`src/rtl/mips_uart_tx_arbiter.sv`:
```
// mips_uart_tx_arbiter
// Shares one UART transmitter between two word requesters (0 = debug dump,
// 1 = console/echo). Each grant takes one word and sends its 1-4 low bytes
// MSB first over the tx_ready/tx_done handshake. A watchdog aborts a
// stalled byte phase and raises a sticky error flag.
//
// Handshakes:
// - Requester side: valid is held until a one-cycle ack. Dropping valid
//   before the ack withdraws the request.
// - UART side: tx_ready asks for a byte. The UART takes it by dropping
//   tx_done and reports completion by raising tx_done again.
module mips_uart_tx_arbiter #(
  parameter int NBITS     = 32,
  parameter int DATA_BITS = 8,
  parameter int TIMEOUT   = 1024
) (
  input  logic                 clk,
  input  logic                 reset,
  input  logic                 i_req0_valid,
  input  logic [NBITS-1:0]     i_req0_word,
  input  logic [1:0]           i_req0_len,
  output logic                 o_req0_ack,
  input  logic                 i_req1_valid,
  input  logic [NBITS-1:0]     i_req1_word,
  input  logic [1:0]           i_req1_len,
  output logic                 o_req1_ack,
  input  logic                 i_uart_tx_done,
  output logic [DATA_BITS-1:0] o_uart_tx_data,
  output logic                 o_uart_tx_ready,
  input  logic                 i_err_clr,
  output logic                 o_busy,
  output logic                 o_grant,
  output logic                 o_error,
  output logic [1:0]           o_dbg_state
);

  localparam logic [1:0] ST_IDLE = 2'd0;
  localparam logic [1:0] ST_SEND = 2'd1;
  localparam logic [1:0] ST_WAIT = 2'd2;

  localparam int TW = $clog2(TIMEOUT);
  // The abort fires on the edge where the counter would reach TIMEOUT-1,
  // so the counter itself never goes past TIMEOUT-2 and cannot saturate.
  localparam logic [TW-1:0] TMO_LAST = TW'(TIMEOUT - 2);

  logic [1:0]       state_q, state_d;
  logic [NBITS-1:0] shift_q, shift_d;
  logic [2:0]       cnt_q, cnt_d;
  logic [TW-1:0]    tmo_q, tmo_d;
  logic             grant_q, grant_d;
  logic             ack0_q, ack0_d;
  logic             ack1_q, ack1_d;
  logic             err_q, err_d;
  logic             tx_ready_q;
  logic             busy_q;

  logic             win;
  logic [NBITS-1:0] win_word;
  logic [1:0]       win_len;

  // Pick the winner: round-robin when both requesters are valid,
  // otherwise whichever one is valid.
  always_comb begin
    win      = (i_req0_valid && i_req1_valid) ? ~grant_q : i_req1_valid;
    win_word = win ? i_req1_word : i_req0_word;
    win_len  = win ? i_req1_len  : i_req0_len;
  end

  // Next-state logic for the grant/send/wait sequencer and the watchdog.
  always_comb begin
    state_d = state_q;
    shift_d = shift_q;
    cnt_d   = cnt_q;
    tmo_d   = tmo_q;
    grant_d = grant_q;
    ack0_d  = 1'b0;
    ack1_d  = 1'b0;
    err_d   = err_q;
    if (i_err_clr) err_d = 1'b0;

    case (state_q)
      ST_IDLE: begin
        if (i_req0_valid || i_req1_valid) begin
          grant_d = win;
          ack0_d  = ~win;
          ack1_d  = win;
          tmo_d   = '0;
          state_d = ST_SEND;
          // Left-align the bytes to send so the MSB byte is always on top.
          case (win_len)
            2'd1:    shift_d = win_word << (3 * DATA_BITS);
            2'd2:    shift_d = win_word << (2 * DATA_BITS);
            2'd3:    shift_d = win_word << DATA_BITS;
            default: shift_d = win_word;
          endcase
          cnt_d = (win_len == 2'd0) ? 3'd4 : {1'b0, win_len};
        end
      end
      ST_SEND: begin
        if (tmo_q == TMO_LAST) begin
          err_d   = 1'b1;
          cnt_d   = '0;
          tmo_d   = '0;
          state_d = ST_IDLE;
        end else if (!i_uart_tx_done) begin
          tmo_d   = '0;
          state_d = ST_WAIT;
        end else begin
          tmo_d = tmo_q + 1'b1;
        end
      end
      ST_WAIT: begin
        if (tmo_q == TMO_LAST) begin
          err_d   = 1'b1;
          cnt_d   = '0;
          tmo_d   = '0;
          state_d = ST_IDLE;
        end else if (i_uart_tx_done) begin
          cnt_d = cnt_q - 3'd1;
          tmo_d = '0;
          if (cnt_q == 3'd1) begin
            state_d = ST_IDLE;
          end else begin
            shift_d = shift_q << DATA_BITS;
            state_d = ST_SEND;
          end
        end else begin
          tmo_d = tmo_q + 1'b1;
        end
      end
      default: state_d = ST_IDLE;
    endcase
  end

  // State and output registers; tx_ready and busy follow the next state.
  always_ff @(posedge clk) begin
    if (reset) begin
      state_q    <= ST_IDLE;
      shift_q    <= '0;
      cnt_q      <= '0;
      tmo_q      <= '0;
      grant_q    <= 1'b1;
      ack0_q     <= 1'b0;
      ack1_q     <= 1'b0;
      err_q      <= 1'b0;
      tx_ready_q <= 1'b0;
      busy_q     <= 1'b0;
    end else begin
      state_q    <= state_d;
      shift_q    <= shift_d;
      cnt_q      <= cnt_d;
      tmo_q      <= tmo_d;
      grant_q    <= grant_d;
      ack0_q     <= ack0_d;
      ack1_q     <= ack1_d;
      err_q      <= err_d;
      tx_ready_q <= (state_d == ST_SEND);
      busy_q     <= (state_d != ST_IDLE);
    end
  end

  assign o_uart_tx_data  = shift_q[NBITS-1:NBITS-DATA_BITS];
  assign o_uart_tx_ready = tx_ready_q;
  assign o_req0_ack      = ack0_q;
  assign o_req1_ack      = ack1_q;
  assign o_busy          = busy_q;
  assign o_grant         = grant_q;
  assign o_error         = err_q;
  assign o_dbg_state     = state_q;

endmodule

```
`config.mk`:
```
export PLATFORM = sky130hd
export DESIGN_NAME = mips_uart_tx_arbiter
export DESIGN_NICKNAME = d
export VERILOG_FILES = /design/src/rtl/mips_uart_tx_arbiter.sv
export SDC_FILE = /design/constraint.sdc
export NUM_CORES = 1
export LEC_CHECK = 0
export CORE_UTILIZATION = 54
export CTS_CLUSTER_SIZE = 10
export DETAILED_ROUTE_END_ITERATION = 12
export PLACE_DENSITY = 0.86
export SYNTH_ARGS = -nofsm -noshare
export SYNTH_HDL_FRONTEND = slang
export SYNTH_SLANG_ARGS = --single-unit
```
`constraint.sdc`:
```
create_clock -name clk -period 2.95 [get_ports clk]
set_input_delay 0.4425 -clock clk [delete_from_list [all_inputs] [get_ports clk]]
set_output_delay 0.4425 -clock clk [all_outputs]
set_load 0.1 [all_outputs]
```
==> results.sh, run 1 <==
export IMPL_grt_max_degree=44
export IMPL_drv_slew=0
export IMPL_clkTransAtPathRegs_ns=0.10
export IMPL_ant_nets=0
export IMPL_core_um2=6530
export IMPL_die_y_um=85.2
export IMPL_crit_fanout=9
export IMPL_worst_path_max_delay_cell="nor4_2"
export IMPL_slew_headroom_pct=37.5
export IMPL_finalClockSkew_ns=0.0169
export IMPL_cts_buffer_depth=2
export IMPL_grt_util_all_layers_pct=32.3
export IMPL_final_area_um2=4690
export IMPL_dp_hpwl_um=8430
export IMPL_syn_area_um2=3740
export IMPL_cts_setup_buffers=0
export IMPL_routedWlPerCell_um=19.5
export IMPL_cts_sinks=53
export IMPL_p_leak_nw=1.74
export IMPL_postPlaceCellArea_um2=4580
export IMPL_yosysUniqueCellTypes=52
export IMPL_total_power_mw=2.19
export IMPL_start_util_pct=57.2
export IMPL_vias=4026
export IMPL_cts_root_buf="clkbuf_8"
export IMPL_setup_worst_path_class="reg2reg"
export IMPL_synth_nets=547
export IMPL_drtPass1Iterations=7
export IMPL_core_rowCount=29
export IMPL_globalRouteOverflowTotal=0
export IMPL_finalCritPeriodShare_pct=88.3
export IMPL_max_slew_worst_pin_slew_ns=0.932
export IMPL_worstSetupStartpoint="o_dbg_state[0]"
export IMPL_tns_ns=0
export IMPL_place_inst=601
export IMPL_grt_pass1_vias=3932
export IMPL_synth_seq_area_share_pct=28.4
export IMPL_cts_tree="yes"
export IMPL_ir_drop_mv=0.261
export IMPL_vias_per_cell=6.60
export IMPL_netlist_instances=465
export IMPL_ios=90
export IMPL_ys_seq_elements=53
export IMPL_ctsHoldBuffers=0
export IMPL_synth_edf_count=0
export IMPL_slowest_delay_ns=0.84
export IMPL_area_delta_synth_final_pct=25.4
export IMPL_grt_first_pass_wirelength_um=18800
export IMPL_drtIter0Drc=501
export IMPL_hp_start="shift_q[4]"
export IMPL_required_ns=3.18
export IMPL_nNetsFinal=613
export IMPL_place_ws_ns=0.223
export IMPL_cts_resized_gates=0
export IMPL_synth_avg_cell_area_um2=8.04
export IMPL_cellPowerDensity_nw_per_um2=468
export IMPL_fp_dieW_um=85.2
export IMPL_r2r_start="o_dbg_state[0]"
export IMPL_hold_viol_final=0
export IMPL_drc_errors=0
export IMPL_antenna_found_initial=1
export IMPL_place_congestion=0.875
export IMPL_cts_buffers_inserted=5
export IMPL_setup_violations=0
export IMPL_min_period_ns=2.60
export IMPL_arrival_ns=2.84
export IMPL_h_tree_depth=2
export IMPL_clock_latency_ns=0.31
export IMPL_status="complete, no violations"
export IMPL_instances_no_fill=610
export IMPL_die_area_um2=7260
export IMPL_routed_wl_um=11900
export IMPL_crit_chain="inv_1 -> ha_1 -> nor4_2 -> nor2_1 -> or3_1 -> a21oi_1"
export IMPL_portBuffers=89
export IMPL_final_setup_worst_slack_ns=0.346
export IMPL_drv_cap=0
export IMPL_hp_class="reg2reg"
export IMPL_synth_async_reset_ratio_pct=0
export IMPL_post_route_util_pct=71.8
export IMPL_critPathCaptureType="flip-flop"
export IMPL_regToRegSetupSlack_ns=0.35
export IMPL_yosys_warnings=0
export IMPL_cp_start_kind="flip-flop"
export IMPL_drive_gt1_share_pct=11.5
export IMPL_yosys_most_used_dff="dfxtp_1"
export IMPL_rsz0062_at_grt="no"
export IMPL_fin_hold_ws_ns=0.464
export IMPL_fmax_mhz=384
-- layout by cell type, fill, tap and decap left out, types with 2 or more instances in the layout --
master | Yosys | routed
nor2b_1 | 26 | 26
ha_1 | 8 | 8
nor4_2 | 2 | 2
nand3_1 | 5 | 5
a222oi_1 | 8 | 8
or3_1 | 14 | 14
clkdlybuf4s50_1 | 0 | 73
nor3b_1 | 2 | 2
buf_4 | 9 | 32
a21oi_1 | 31 | 31
o41ai_1 | 8 | 8
nor3_1 | 3 | 3
nand3b_1 | 8 | 8
inv_1 | 8 | 8
nand4_1 | 6 | 6
nand2b_1 | 2 | 2
and3_1 | 5 | 5
o22ai_1 | 10 | 10
xor2_1 | 6 | 6
o21ai_0 | 30 | 30
and2_1 | 12 | 12
clkbuf_8 | 1 | 7
dfxtp_1 | 53 | 53
a31oi_1 | 9 | 9
a211oi_1 | 42 | 42
mux2_2 | 8 | 8
mux2i_1 | 27 | 27
o21a_1 | 9 | 9
nor2_1 | 34 | 34
nand2_1 | 23 | 23
-- registers in the layout, summed over array words and instances (netlist names) --
signal	flops
cnt_q	3
o_busy	1
o_dbg_state	2
o_error	1
o_grant	1
o_req0_ack	1
o_req1_ack	1
o_uart_tx_ready	1
shift_q	32
tmo_q	10
-- final cells by class --
cell class | count | area (um^2)
multi-input combinational | 357 | 2400
fill | 517 | 1840
sequential | 53 | 1060
timing repair buffer | 106 | 991
clock buffer | 7 | 96.3
tap | 77 | 96.3
inverter | 8 | 30.0
clock inverter | 1 | 5.00
antenna | 1 | 2.50
-- routing by layer --
metal	up-vias	wire length, um	GRT usage (%)
li1	1861	-	-
met1	1859	4700	41.1
met2	269	5700	54.3
met3	37	1190	5.16
met4	0	314	14.0
met5	-	0	0
-- where the power goes --
part / switching (mW) / internal (mW) / total, mW / leakage, nW
clock network: 0.247 / 0.213 / 0.459 / 0.0542
logic: 0.569 / 0.324 / 0.892 / 1.25
registers: 0.0494 / 0.793 / 0.843 / 0.435
-- synth_stat cells (all sizes together), types with 2 or more instances --
master   n  area (um^2)
xor2     6         52.6
ha       8          100
mux2i   27          270
and3     7         50.1
mux2     8         90.1
and4     2         18.8
nand2   23         86.3
nand3b   8         60.1
inv      8         30.0
nand2b   2         12.5
nor3     3         15.0
nor3b    2         15.0
nand4    6         37.5
nor4     2         25.0
dfxtp   53         1060
o21a     9         67.6
buf     22          141
nand3    5         25.0
o22ai   10         62.6
a211oi  42          315
or3     14         87.6
clkbuf  25          104
or4      2         18.8
a21oi   31          155
a31oi    9         56.3
nor2b   26          163
o41ai    8         70.1
nor2    34          128
and2    12         75.1
o21ai   30          150
a222oi   8         80.1
-- path summary, 6_finish.rpt --
| kind | cells past startpoint | to |
|---|---|---|
| setup / recovery | 6 | shift_q[1] |
| hold / removal | 2 | shift_q[4] |
| hold reg to reg | 2 | shift_q[4] |
| setup reg to reg | 6 | shift_q[1] |
-- critical path: cells and delay by family, from the launching register on --
kind | cells | cell delay [ns]
compound gates | 1 | 0.18
fa+ha+maj | 1 | 0.32
buf+inv | 1 | 0.09
flops | 1 | 0.42
simple gates | 3 | 1.52
-- cells by family (layout without fill, tap and decap cells) --
family	after synthesis	count (layout)	synth area share, %
flops	53	53	28.4
fa+ha+maj	8	8	2.68
xor+xnor	7	7	1.64
simple gates	151	151	22.5
compound gates	156	156	27.8
buf+inv	55	122	7.37
other cells	0	1	0
mux	35	35	9.64
Power figures use the tool's default switching activity.
==> run 2, diff against run 1 <==
CTS_CLUSTER_SIZE = 20   (was 10)
==> results of run 2 <==
Same layout as run 1: the final DEF is identical, and so are final timing and power.
